[src/rtl/spi_master.sv]
`default_nettype none
// ============================================================================
//  Module      : spi_master
//  Description : Byte-oriented SPI master, mode 0 (CPOL=0, CPHA=0), MSB
//                first. Takes bytes over a valid/ready stream from the SPI
//                register block. Drives chip-select, serial clock and data-out
//                towards the GPIO alternate function. Returns one received
//                byte, as a single-cycle pulse, for every byte sent.
//
//  Ports       :
//      clk       in   system clock
//      rst       in   synchronous, active-high reset
//      clkdiv    in   SCK half-period in clk cycles (0 behaves as 1)
//      cs_hold   in   keep spi_cs_n asserted while idle
//      tx_valid  in   tx_data is valid
//      tx_ready  out  byte accepted when tx_valid && tx_ready
//      tx_data   in   byte to transmit
//      rx_valid  out  one-cycle pulse, rx_data has just been updated
//      rx_data   out  last received byte (held between pulses)
//      busy      out  transfer FSM is not idle
//      spi_cs_n  out  chip select, active low (flop)
//      spi_sck   out  serial clock (flop)
//      spi_mosi  out  serial data out (flop)
//      spi_miso  in   serial data in, raw pad
//
//  Revision    : 1.0 - initial release
// ============================================================================
module spi_master #(
    parameter int W_DIV = 8
) (
    input  logic             clk,
    input  logic             rst,
    input  logic [W_DIV-1:0] clkdiv,
    input  logic             cs_hold,
    input  logic             tx_valid,
    output logic             tx_ready,
    input  logic [7:0]       tx_data,
    output logic             rx_valid,
    output logic [7:0]       rx_data,
    output logic             busy,
    output logic             spi_cs_n,
    output logic             spi_sck,
    output logic             spi_mosi,
    input  logic             spi_miso
);

    // ------------------------------------------------------------------------
    // State encoding
    // ------------------------------------------------------------------------
    typedef enum logic [2:0] {
        ST_IDLE  = 3'd0,
        ST_LEAD  = 3'd1,
        ST_HIGH  = 3'd2,
        ST_LOW   = 3'd3,
        ST_TRAIL = 3'd4
    } state_t;

    localparam logic [W_DIV-1:0] c_div_one = W_DIV'(1);

    // ------------------------------------------------------------------------
    // Registers
    // ------------------------------------------------------------------------
    state_t           r_state;
    logic [W_DIV-1:0] r_half;      // latched half-period for the current byte
    logic [W_DIV-1:0] r_cnt;       // cycles left in the current phase, minus one
    logic [2:0]       r_bit;       // index of the bit currently on spi_mosi
    logic [6:0]       r_tx_sr;     // bits still to be driven after the current one
    logic [6:0]       r_rx_sr;     // first seven sampled bits of the byte
    logic [7:0]       r_rx_data;
    logic             r_rx_valid;
    logic             r_cs_n;
    logic             r_sck;
    logic             r_mosi;

    // ------------------------------------------------------------------------
    // Combinational helpers
    // ------------------------------------------------------------------------
    state_t           w_state_nxt;
    logic [W_DIV-1:0] w_half_new;
    logic             w_phase_end;
    logic             w_ready;
    logic             w_accept;

    // A zero divider would give an empty phase; clamp it to one cycle.
    assign w_half_new  = (clkdiv == '0) ? c_div_one : clkdiv;
    assign w_phase_end = (r_cnt == '0);

    // The final TRAIL cycle doubles as the accept slot for a back-to-back
    // byte, so the next byte skips LEAD and goes straight to its first HIGH.
    assign w_ready  = !rst && ((r_state == ST_IDLE) ||
                               ((r_state == ST_TRAIL) && w_phase_end));
    assign w_accept = w_ready && tx_valid;

    always_comb begin
        w_state_nxt = r_state;
        case (r_state)
            ST_IDLE: begin
                if (w_accept) begin
                    w_state_nxt = ST_LEAD;
                end
            end
            ST_LEAD: begin
                if (w_phase_end) begin
                    w_state_nxt = ST_HIGH;
                end
            end
            ST_HIGH: begin
                if (w_phase_end) begin
                    w_state_nxt = (r_bit == 3'd0) ? ST_TRAIL : ST_LOW;
                end
            end
            ST_LOW: begin
                if (w_phase_end) begin
                    w_state_nxt = ST_HIGH;
                end
            end
            ST_TRAIL: begin
                if (w_phase_end) begin
                    w_state_nxt = w_accept ? ST_HIGH : ST_IDLE;
                end
            end
            default: begin
                w_state_nxt = ST_IDLE;
            end
        endcase
    end

    // ------------------------------------------------------------------------
    // Transfer FSM with registered pad outputs
    // ------------------------------------------------------------------------
    always_ff @(posedge clk) begin
        if (rst) begin
            r_state    <= ST_IDLE;
            r_half     <= c_div_one;
            r_cnt      <= '0;
            r_bit      <= 3'd7;
            r_tx_sr    <= '0;
            r_rx_sr    <= '0;
            r_rx_data  <= '0;
            r_rx_valid <= 1'b0;
            r_cs_n     <= 1'b1;
            r_sck      <= 1'b0;
            r_mosi     <= 1'b0;
        end else begin
            r_state    <= w_state_nxt;
            r_rx_valid <= 1'b0;
            // Chip select follows where the FSM is heading. During a transfer
            // next state is never IDLE, so cs_hold only matters once idle.
            r_cs_n     <= !((w_state_nxt != ST_IDLE) || cs_hold);

            case (r_state)
                ST_IDLE: begin
                    r_sck <= 1'b0;
                    if (w_accept) begin
                        r_half  <= w_half_new;
                        r_cnt   <= w_half_new - c_div_one;
                        r_tx_sr <= tx_data[6:0];
                        r_mosi  <= tx_data[7];
                        r_bit   <= 3'd7;
                    end
                end

                ST_LEAD: begin
                    if (w_phase_end) begin
                        r_sck <= 1'b1;
                        r_cnt <= r_half - c_div_one;
                    end else begin
                        r_cnt <= r_cnt - c_div_one;
                    end
                end

                ST_HIGH: begin
                    if (w_phase_end) begin
                        // miso is sampled on the last HIGH cycle. This is the
                        // latest point before the falling edge. The slave has
                        // had the whole high phase to settle the pad.
                        r_rx_sr <= {r_rx_sr[5:0], spi_miso};
                        r_sck   <= 1'b0;
                        r_cnt   <= r_half - c_div_one;
                        if (r_bit == 3'd0) begin
                            r_rx_data  <= {r_rx_sr, spi_miso};
                            r_rx_valid <= 1'b1;
                        end else begin
                            // Present the next bit together with the falling edge.
                            r_mosi  <= r_tx_sr[6];
                            r_tx_sr <= {r_tx_sr[5:0], 1'b0};
                            r_bit   <= r_bit - 3'd1;
                        end
                    end else begin
                        r_cnt <= r_cnt - c_div_one;
                    end
                end

                ST_LOW: begin
                    if (w_phase_end) begin
                        r_sck <= 1'b1;
                        r_cnt <= r_half - c_div_one;
                    end else begin
                        r_cnt <= r_cnt - c_div_one;
                    end
                end

                ST_TRAIL: begin
                    if (w_phase_end) begin
                        if (w_accept) begin
                            // TRAIL has already served as this byte's lead-in.
                            r_half  <= w_half_new;
                            r_cnt   <= w_half_new - c_div_one;
                            r_tx_sr <= tx_data[6:0];
                            r_mosi  <= tx_data[7];
                            r_bit   <= 3'd7;
                            r_sck   <= 1'b1;
                        end
                    end else begin
                        r_cnt <= r_cnt - c_div_one;
                    end
                end

                default: begin
                    r_sck <= 1'b0;
                end
            endcase
        end
    end

    // ------------------------------------------------------------------------
    // Outputs
    // ------------------------------------------------------------------------
    assign tx_ready = w_ready;
    assign busy     = (r_state != ST_IDLE);
    assign rx_valid = r_rx_valid;
    assign rx_data  = r_rx_data;
    assign spi_cs_n = r_cs_n;
    assign spi_sck  = r_sck;
    assign spi_mosi = r_mosi;

endmodule

`default_nettype wire

[config.mk]
export PLATFORM = sky130hd
export DESIGN_NAME = spi_master
export DESIGN_NICKNAME = d
export VERILOG_FILES = /design/src/rtl/spi_master.sv
export SDC_FILE = /design/constraint.sdc
export NUM_CORES = 1
export LEC_CHECK = 0
export ABC_AREA = 0
export CELL_PAD_IN_SITES_DETAIL_PLACEMENT = 0
export CELL_PAD_IN_SITES_GLOBAL_PLACEMENT = 1
export CORE_MARGIN = 2
export CORE_UTILIZATION = 40
export CTS_CLUSTER_DIAMETER = 30
export CTS_CLUSTER_SIZE = 10
export DETAILED_ROUTE_END_ITERATION = 10
export PLACE_DENSITY = 0.88
export SLEW_MARGIN = 30
export SYNTH_ARGS = -nofsm -noshare
export SYNTH_HDL_FRONTEND = slang
export SYNTH_SLANG_ARGS = --single-unit
export TNS_END_PERCENT = 1
[constraint.sdc]
create_clock -name clk -period 5.1 [get_ports clk]
set_input_delay 1.02 -clock clk [delete_from_list [all_inputs] [get_ports clk]]
set_output_delay 1.02 -clock clk [all_outputs]
set_load 0.05 [all_outputs]
==> results of run 1 <==
-- state kept, by name (all words and copies together), names as in the netlist, 3 cells and up --
name / cells
rx_data: 8
r_cnt: 8
r_half: 8
r_bit: 3
r_tx_sr: 7
r_state: 3
r_rx_sr: 7
-- routing by layer --
metal  global-route usage [%]  part of all wire [%]  up-vias
li1                         -                     -     1228
met1                     27.3                    49     1128
met2                     29.7                    45       57
met3                     3.76                   3.8        8
met4                     6.45                   1.5        0
met5                        0                     0        -
-- report_power, final --
group          internal (mW)  leakage, nW  switching (mW)  total [mW]
combinational          0.254        0.657           0.366       0.620
sequential             0.425        0.391          0.0560       0.481
clock                  0.108       0.0473           0.129       0.238
total                  0.787         1.10           0.551        1.34
-- cells in the mapped netlist, types with 2 or more instances --
cell and instances:
nand2_1 66, dfxtp_1 48, a21oi_1 38, nor2_1 33, o21ai_0 12, a211oi_1 10
clkbuf_1 10, inv_1 10, mux2i_1 9, nand3_1 7, nor3_1 7, xnor2_1 6
ha_1 5, xor2_1 5, buf_2 4, nor3b_1 4, and3_1 3, nor4_1 3
o31ai_1 3, or3_1 3, a2111oi_0 2, a21o_1 2, a221oi_1 2, a311oi_1 2
and2_1 2, buf_4 2, mux2_2 2, nand3b_1 2, nor2b_1 2, o221ai_1 2
or3b_2 2
-- cell type report --
cell class / instances / area (um^2) / share of cell area [%]
multi-input combinational: 255 / 1470 / 48.6
sequential: 48 / 961 / 31.7
timing repair buffer: 38 / 370 / 12.2
tap: 77 / 96.3 / 3.18
clock buffer: 6 / 82.6 / 2.73
inverter: 10 / 37.5 / 1.24
clock inverter: 1 / 8.76 / 0.289
-- worst register-to-register path, delay by kind of cell, from the launching register on --
kind / cells / cell delay, ns
simple gates: 4 / 1.64
compound gates: 2 / 0.39
flops: 1 / 0.35
fa+ha+maj: 1 / 0.33
buf+inv: 1 / 0.12
-- logic make-up (layout without fill, tap and decap cells) --
family,Yosys count,count (layout)
XOR/XNOR,11,11
adder cells (fa/ha/maj),5,5
multiplexers,11,11
buffers and inverters,26,55
flip-flops,48,48
AND/OR/NAND/NOR,140,140
AO/OA/AOI/OAI,88,88
-- per-stage QoR --
| stage | total power, mW | hold WS [ns] |
|---|---|---|
| finish | 1.34 | 0.456 |
| global placement | 1.09 | 0.445 |
| floorplan | 0.957 | 0.432 |
| CTS | 1.34 | 0.461 |
| detailed placement | 1.10 | 0.449 |
| global route | 1.44 | 0.485 |
-- final timing paths --
kind / to / slack [ns] / cells after the start
worst max register to register: r_tx_sr[6] / 2.20 / 8
worst min register to register: rx_data[5] / 0.46 / 2
worst max-delay path: tx_ready / 1.09 / 7
worst min-delay path: rx_data[5] / 0.46 / 2
==> impl_metrics.json, run 1 <==
{
  "status": "completed",
  "ys_async_sr_fraction_pct": 0,
  "syn_inst": 329,
  "core_area_um2": 6240,
  "cp_cell_sequence": "inv_1 > ha_1 > nor3b_1 > nand2_1 > and2_1 > nor3_1 > clkdlybuf4s50_1",
  "ctsResizeCount": 0,
  "wl_per_cell_um": 14.5,
  "final_cell_count_no_fill": 435,
  "hpwl_mm": 4.49,
  "p_leak_nw": 1.10,
  "final_nets": 384,
  "yosys-top-cells-area": "dfxtp_1 38%, nand2_1 9.7%, a21oi_1 7.5%",
  "post_dp_cell_area_um2": 2940,
  "syn_area_um2": 2540,
  "worstSetupStartpointType": "flip-flop",
  "crit_family": "simple AND/OR/NAND/NOR gates",
  "die_h_um": 83.7,
  "synth_seq_cells": 48,
  "layout_commonest_cell": "nand2_1",
  "gr-total-overflow": 0,
  "crit_start": "r_cnt[0]",
  "dr_total_vias": 2421,
  "start_util_pct": 40.7,
  "synth_cell_types": 52,
  "cp.required_ns": 4.08,
  "routed_wl_mm": 6.29,
  "fillers": 650,
  "muxShareOfSynthArea_pct": 4.43,
  "finalSetupTns_ns": 0,
  "post-place-ws_ns": 1.48,
  "via_per_inst": 5.57,
  "synth_top_family_by_area": "simple AND/OR/NAND/NOR gates",
  "finalMaxSlewViolations": 0,
  "p_per_area_nw_per_um2": 442,
  "max-cap-violations": 0,
  "tightest_slew_ns": 0.706,
  "synth_fp_nets": 355,
  "yosys.area.top_type": "dfxtp_1",
  "placed_cells": 428,
  "grt_pass1_vias": 2345,
  "critPathMaxStageDelay_ns": 0.86,
  "synth_edf_count": 0,
  "cts_max_level": 2,
  "final_cell_mix": "66 x nand2_1, 48 x dfxtp_1, 38 x a21oi_1",
  "cp_slowest_cell": "clkdlybuf4s50_1",
  "rows": 29,
  "ir_drop_uv": 192,
  "drtIter0Drc": 166,
  "synthXorXnorAreaFrac_pct": 3.79,
  "drive_above_1_share_pct": 6.15,
  "design_area_um2": 3030,
  "clk_latency_ns": 0.30,
  "grt_max_degree": 45,
  "fin_util_pct": 48.5,
  "clock_path_buffers": 2,
  "r2r-start": "r_cnt[0]",
  "postCtsSetupRepairBufs": 0,
  "synth_compound_gate_area_share_pct": 22.4,
  "clock-root-buffer": "clkbuf_8",
  "min_path_type": "flip-flop to flip-flop",
  "diodes": 0,
  "critPathCaptureType": "output port",
  "clk_pin_slew_ns": 0.09,
  "top_level_ports": 35,
  "final_antenna_net_count": 0,
  "crit_arrival_ns": 2.99,
  "finalHoldViolCount": 0,
  "crit_type": "flip-flop to output port",
  "critPathBufInv": 2,
  "min_from": "rx_data[5]",
  "grt_pass1_wl_mm": 11.2,
  "setup_viol": 0,
  "cts_sinks": 48,
  "die_area_um2": 7010,
  "io_buffers": 34,
  "antenna_found_initial": 0,
  "synth_top_area_share_pct": 37.8,
  "worst-path-max-fanout": 9,
  "yosys.area_share.simple_pct": 24.8,
  "fin_worst_skew_ns": 0.00625,
  "yosysSeqAreaShare_pct": 37.8,
  "syn_area_per_cell_um2": 7.73,
  "syn2layout_area_growth_pct": 19.1,
  "gp_congestion": 0.889,
  "setup_ws_ns": 1.09,
  "synthAdderAreaFrac_pct": 2.46,
  "max_freq_mhz": 249,
  "timing.slew.headroom_pct": 53.0,
  "die_x_um": 83.7,
  "synth-main-ff-cell": "dfxtp_1",
  "min_period_ns": 4.01,
  "cts_hold_buffers": 0,
  "drtPass1Iterations": 5,
  "numCtsBuffers": 5,
  "drc": 0,
  "fin_crit_sh_pct": 78.7,
  "track_usage_pct": 19.4,
  "rsz0062_at_grt": "no",
  "cts_tree": "done",
  "yosysWarningCount": 0
}
Note: power is estimated with default switching activity, not from simulation.
==> run 2: changes to the inputs <==
clock period = 4.2 ns   (was 5.1 ns; I/O delays follow)
==> impl_metrics.json, run 2 (same netlist as run 1, synthesis figures left out) <==
{
  "top_level_ports": 35,
  "r2r_slack_ns": 1.30,
  "clock-root-buffer": "clkbuf_8",
  "setup_viol": 0,
  "via_per_inst": 5.47,
  "finalHoldViolCount": 0,
  "worstSetupStartpointType": "flip-flop",
  "rsz0062_at_grt": "no",
  "max-cap-violations": 0,
  "cts_hold_buffers": 0,
  "grt_pass1_wl_mm": 10.6,
  "critPathCaptureType": "output port",
  "dr_total_vias": 2385,
  "syn2layout_area_growth_pct": 20.8,
  "total_power_mw": 1.74,
  "crit_type": "flip-flop to output port",
  "numCtsBuffers": 5,
  "wl_per_cell_um": 14.1,
  "tightest_slew_ns": 0.718,
  "drtPass1Iterations": 5,
  "die_h_um": 83.7,
  "final_nets": 384,
  "drtIter0Drc": 162,
  "min_period_ns": 3.15,
  "ir_drop_uv": 284,
  "drive_above_1_share_pct": 6.69,
  "die_area_um2": 7010,
  "gp_congestion": 0.841,
  "drc": 0,
  "design_area_um2": 3070,
  "fin_util_pct": 49.2,
  "holdWs_ns": 0.457,
  "grt_max_degree": 45,
  "finalMaxSlewViolations": 0,
  "final_antenna_net_count": 0,
  "postCtsSetupRepairBufs": 0,
  "status": "completed",
  "clk_latency_ns": 0.29,
  "crit_family": "simple AND/OR/NAND/NOR gates",
  "cp_slowest_cell": "nor4_1",
  "start_util_pct": 40.7,
  "cts_sinks": 48,
  "track_usage_pct": 17.9,
  "fin_crit_sh_pct": 74.9,
  "diodes": 0,
  "p_per_area_nw_per_um2": 566,
  "placed_cells": 428,
  "routed_wl_mm": 6.17,
  "clock_path_buffers": 2,
  "gr-total-overflow": 0,
  "post-place-ws_ns": 0.885,
  "final_cell_count_no_fill": 436,
  "core_area_um2": 6240,
  "io_buffers": 34,
  "critPathBufInv": 1,
  "clk_pin_slew_ns": 0.09,
  "timing.slew.headroom_pct": 52.1,
  "cp_cell_sequence": "nor4_1 > nand2_1 > and2_1 > nor3_1 > buf_4",
  "finalSetupTns_ns": 0,
  "setup_ws_ns": 1.05,
  "min_path_type": "flip-flop to flip-flop",
  "max_freq_mhz": 318,
  "layout_commonest_cell": "nand2_1",
  "cts_tree": "done",
  "fin_worst_skew_ns": 0.00434,
  "post_dp_cell_area_um2": 2930,
  "cp.required_ns": 3.36,
  "final_cell_mix": "66 x nand2_1, 48 x dfxtp_1, 38 x a21oi_1",
  "critPathMaxStageDelay_ns": 0.60,
  "die_x_um": 83.7,
  "rows": 29,
  "antenna_found_initial": 0,
  "hpwl_mm": 4.36,
  "cts_max_level": 2,
  "grt_pass1_vias": 2210,
  "ctsResizeCount": 0,
  "p_leak_nw": 1.12,
  "worst-path-max-fanout": 8,
  "crit_arrival_ns": 2.31
}
run 2: area by class of cell:
class	count	area, um^2
clock buffers	5	68.8
clock inverters	3	68.8
fillers	618	3170
inverters	10	37.5
multi-input cells	255	1470
flip-flops and latches	48	961
well taps	77	96.3
repair buffers	38	368
run 2: worst reg2reg max path, stage by stage (launching register included):
cell      delay (ns)
dfxtp_1         0.36
inv_1           0.12
ha_1            0.32
or3b_2          0.50
o21ai_2         0.17
nand3_1         0.50
nand2_1         0.57
nor2_1          0.08
a211oi_1        0.21
run 2: per-layer routing:
layer  global-route usage (%)  vias up  part of all wire, %
met5                        0        -                    0
met4                     3.08        0                 0.42
met3                     2.77        2                  5.2
met2                     29.1       85                   45
met1                     25.4     1076                   49
li1                         -     1222                    -
run 2: worst paths after layout:
kind | startpoint | end | depth (start not counted)
hold reg to reg | rx_data[5] | rx_data[5] | 2
setup reg to reg | r_cnt[0] | r_tx_sr[4] | 8
setup / recovery | r_cnt[2] | tx_ready | 5
hold / removal | rx_data[5] | rx_data[5] | 2
run 2: power by group:
| group | switching, mW | total, mW | leakage (nW) | internal, mW |
|---|---|---|---|---|
| Combinational | 0.449 | 0.756 | 0.658 | 0.307 |
| Sequential | 0.0642 | 0.580 | 0.391 | 0.516 |
| Clock | 0.163 | 0.402 | 0.0687 | 0.240 |
| Total | 0.675 | 1.74 | 1.12 | 1.06 |
==> run 3: changes to the inputs <==
clock period = 2.9 ns   (was 4.2 ns; I/O delays follow)
==> impl_metrics.json, run 3 (same netlist as run 1, synthesis figures left out) <==
{
  "cp_cell_sequence": "or2_2 > nor2_1 > inv_1 > clkdlybuf4s50_1",
  "tightest_slew_ns": 0.656,
  "critPathMaxStageDelay_ns": 0.72,
  "final_cell_mix": "66 x nand2_1, 48 x dfxtp_1, 38 x a21oi_1",
  "hpwl_mm": 4.76,
  "track_usage_pct": 19.1,
  "r2r_cells": 9,
  "worstSetupStartpointType": "flip-flop",
  "cts_tree": "done",
  "drive_above_1_share_pct": 9.73,
  "dr_total_vias": 2469,
  "worst-path-max-fanout": 12,
  "cp.required_ns": 2.32,
  "die_area_um2": 7010,
  "min_period_ns": 2.77,
  "timing.slew.headroom_pct": 55.9,
  "drtIter0Drc": 273,
  "max-cap-violations": 0,
  "clock-root-buffer": "clkbuf_8",
  "die_x_um": 83.7,
  "critPathCaptureType": "output port",
  "routed_wl_mm": 6.45,
  "via_per_inst": 5.52,
  "design_area_um2": 3130,
  "grt_max_degree": 45,
  "cts_sinks": 48,
  "rsz0062_at_grt": "no",
  "critPathBufInv": 2,
  "rows": 29,
  "cts_hold_buffers": 0,
  "min_from": "rx_data[5]",
  "io_buffers": 34,
  "fin_worst_skew_ns": 0.00506,
  "diodes": 0,
  "drtPass1Iterations": 4,
  "syn2layout_area_growth_pct": 23.1,
  "min_path_type": "flip-flop to flip-flop",
  "grt_pass1_wl_mm": 11.1,
  "clk_pin_slew_ns": 0.09,
  "final_antenna_net_count": 0,
  "p_leak_nw": 1.16,
  "final_nets": 395,
  "cp_slowest_cell": "clkdlybuf4s50_1",
  "die_h_um": 83.7,
  "hold_depth": 2,
  "status": "completed",
  "numCtsBuffers": 5,
  "fin_crit_sh_pct": 95.5,
  "whs_endpoint": "rx_data[5]",
  "drc": 0,
  "wl_per_cell_um": 14.4,
  "finalMaxSlewViolations": 0,
  "r2r-start": "r_cnt[0]",
  "crit_arrival_ns": 2.19,
  "max_freq_mhz": 361,
  "ctsResizeCount": 0,
  "clk_latency_ns": 0.30,
  "ir_drop_uv": 520,
  "clock_path_buffers": 2,
  "total_power_mw": 2.44,
  "layout_commonest_cell": "nand2_1",
  "gr-total-overflow": 0,
  "grt_pass1_vias": 2322,
  "crit_type": "flip-flop to output port",
  "post_dp_cell_area_um2": 3030,
  "fin_util_pct": 50.2,
  "top_level_ports": 35,
  "r2r_slack_ns": 0.40,
  "setup_viol": 0,
  "postCtsSetupRepairBufs": 0,
  "finalHoldViolCount": 0,
  "antenna_found_initial": 0,
  "start_util_pct": 40.7,
  "r2r_end": "r_tx_sr[2]",
  "gp_congestion": 0.948,
  "cts_max_level": 2,
  "crit_family": "buffers and inverters",
  "core_area_um2": 6240,
  "p_per_area_nw_per_um2": 780
}
run 3: power by group:
group | total, mW | switching (mW) | internal [mW]
registers | 0.841 | 0.0938 | 0.747
logic | 1.18 | 0.684 | 0.495
clock network | 0.423 | 0.228 | 0.195
run 3: worst max-delay path by stage:
| stage | from | to | depth (start not counted) |
|---|---|---|---|
| after floorplan | r_cnt[0] | tx_ready | 6 |
| after global placement | clkdiv[5] | r_cnt[4] | 9 |
| after detailed placement | clkdiv[5] | r_cnt[4] | 9 |
| after CTS | r_state[0] | busy | 4 |
| after global routing | r_state[0] | busy | 4 |
| final | r_state[0] | busy | 4 |
run 3: through the flow:
| step | TNS, ns | worst slack [ns] | hold WS, ns | std cells |
|---|---|---|---|---|
| 3_3_place_gp | 0 | 0.0481 | 0.442 | 439 |
| 2_1_floorplan | 0 | 0.428 | 0.432 | 329 |
| 4_1_cts | 0 | 0.114 | 0.461 | 447 |
| 3_5_place_dp | -0.0307 | -0.0180 | 0.449 | 439 |
| 5_1_grt | 0 | 0.0176 | 0.477 | 447 |
| 6_report | 0 | 0.131 | 0.459 | 447 |
run 3: cell type report:
class                           count  area (um^2)
Clock buffer                        6         82.6
Clock inverter                      2         13.8
Fill cell                         635         3110
Inverter                           10         37.5
Multi-Input combinational cell    255         1480
Sequential cell                    48          961
Tap cell                           77         96.3
Timing Repair Buffer               49          463
run 3: per-layer routing:
layer | share of wire (%) | GRT usage (%)
met1 | 47 | 26.5
met3 | 4.5 | 3.26
met2 | 47 | 30.4
met4 | 1.1 | 6.30
met5 | 0 | 0
run 3: tightest hold or removal path: stages (launching register included):
cell and delay [ns]:
dfxtp_1 0.32, nand2_1 0.05, a21oi_1 0.05
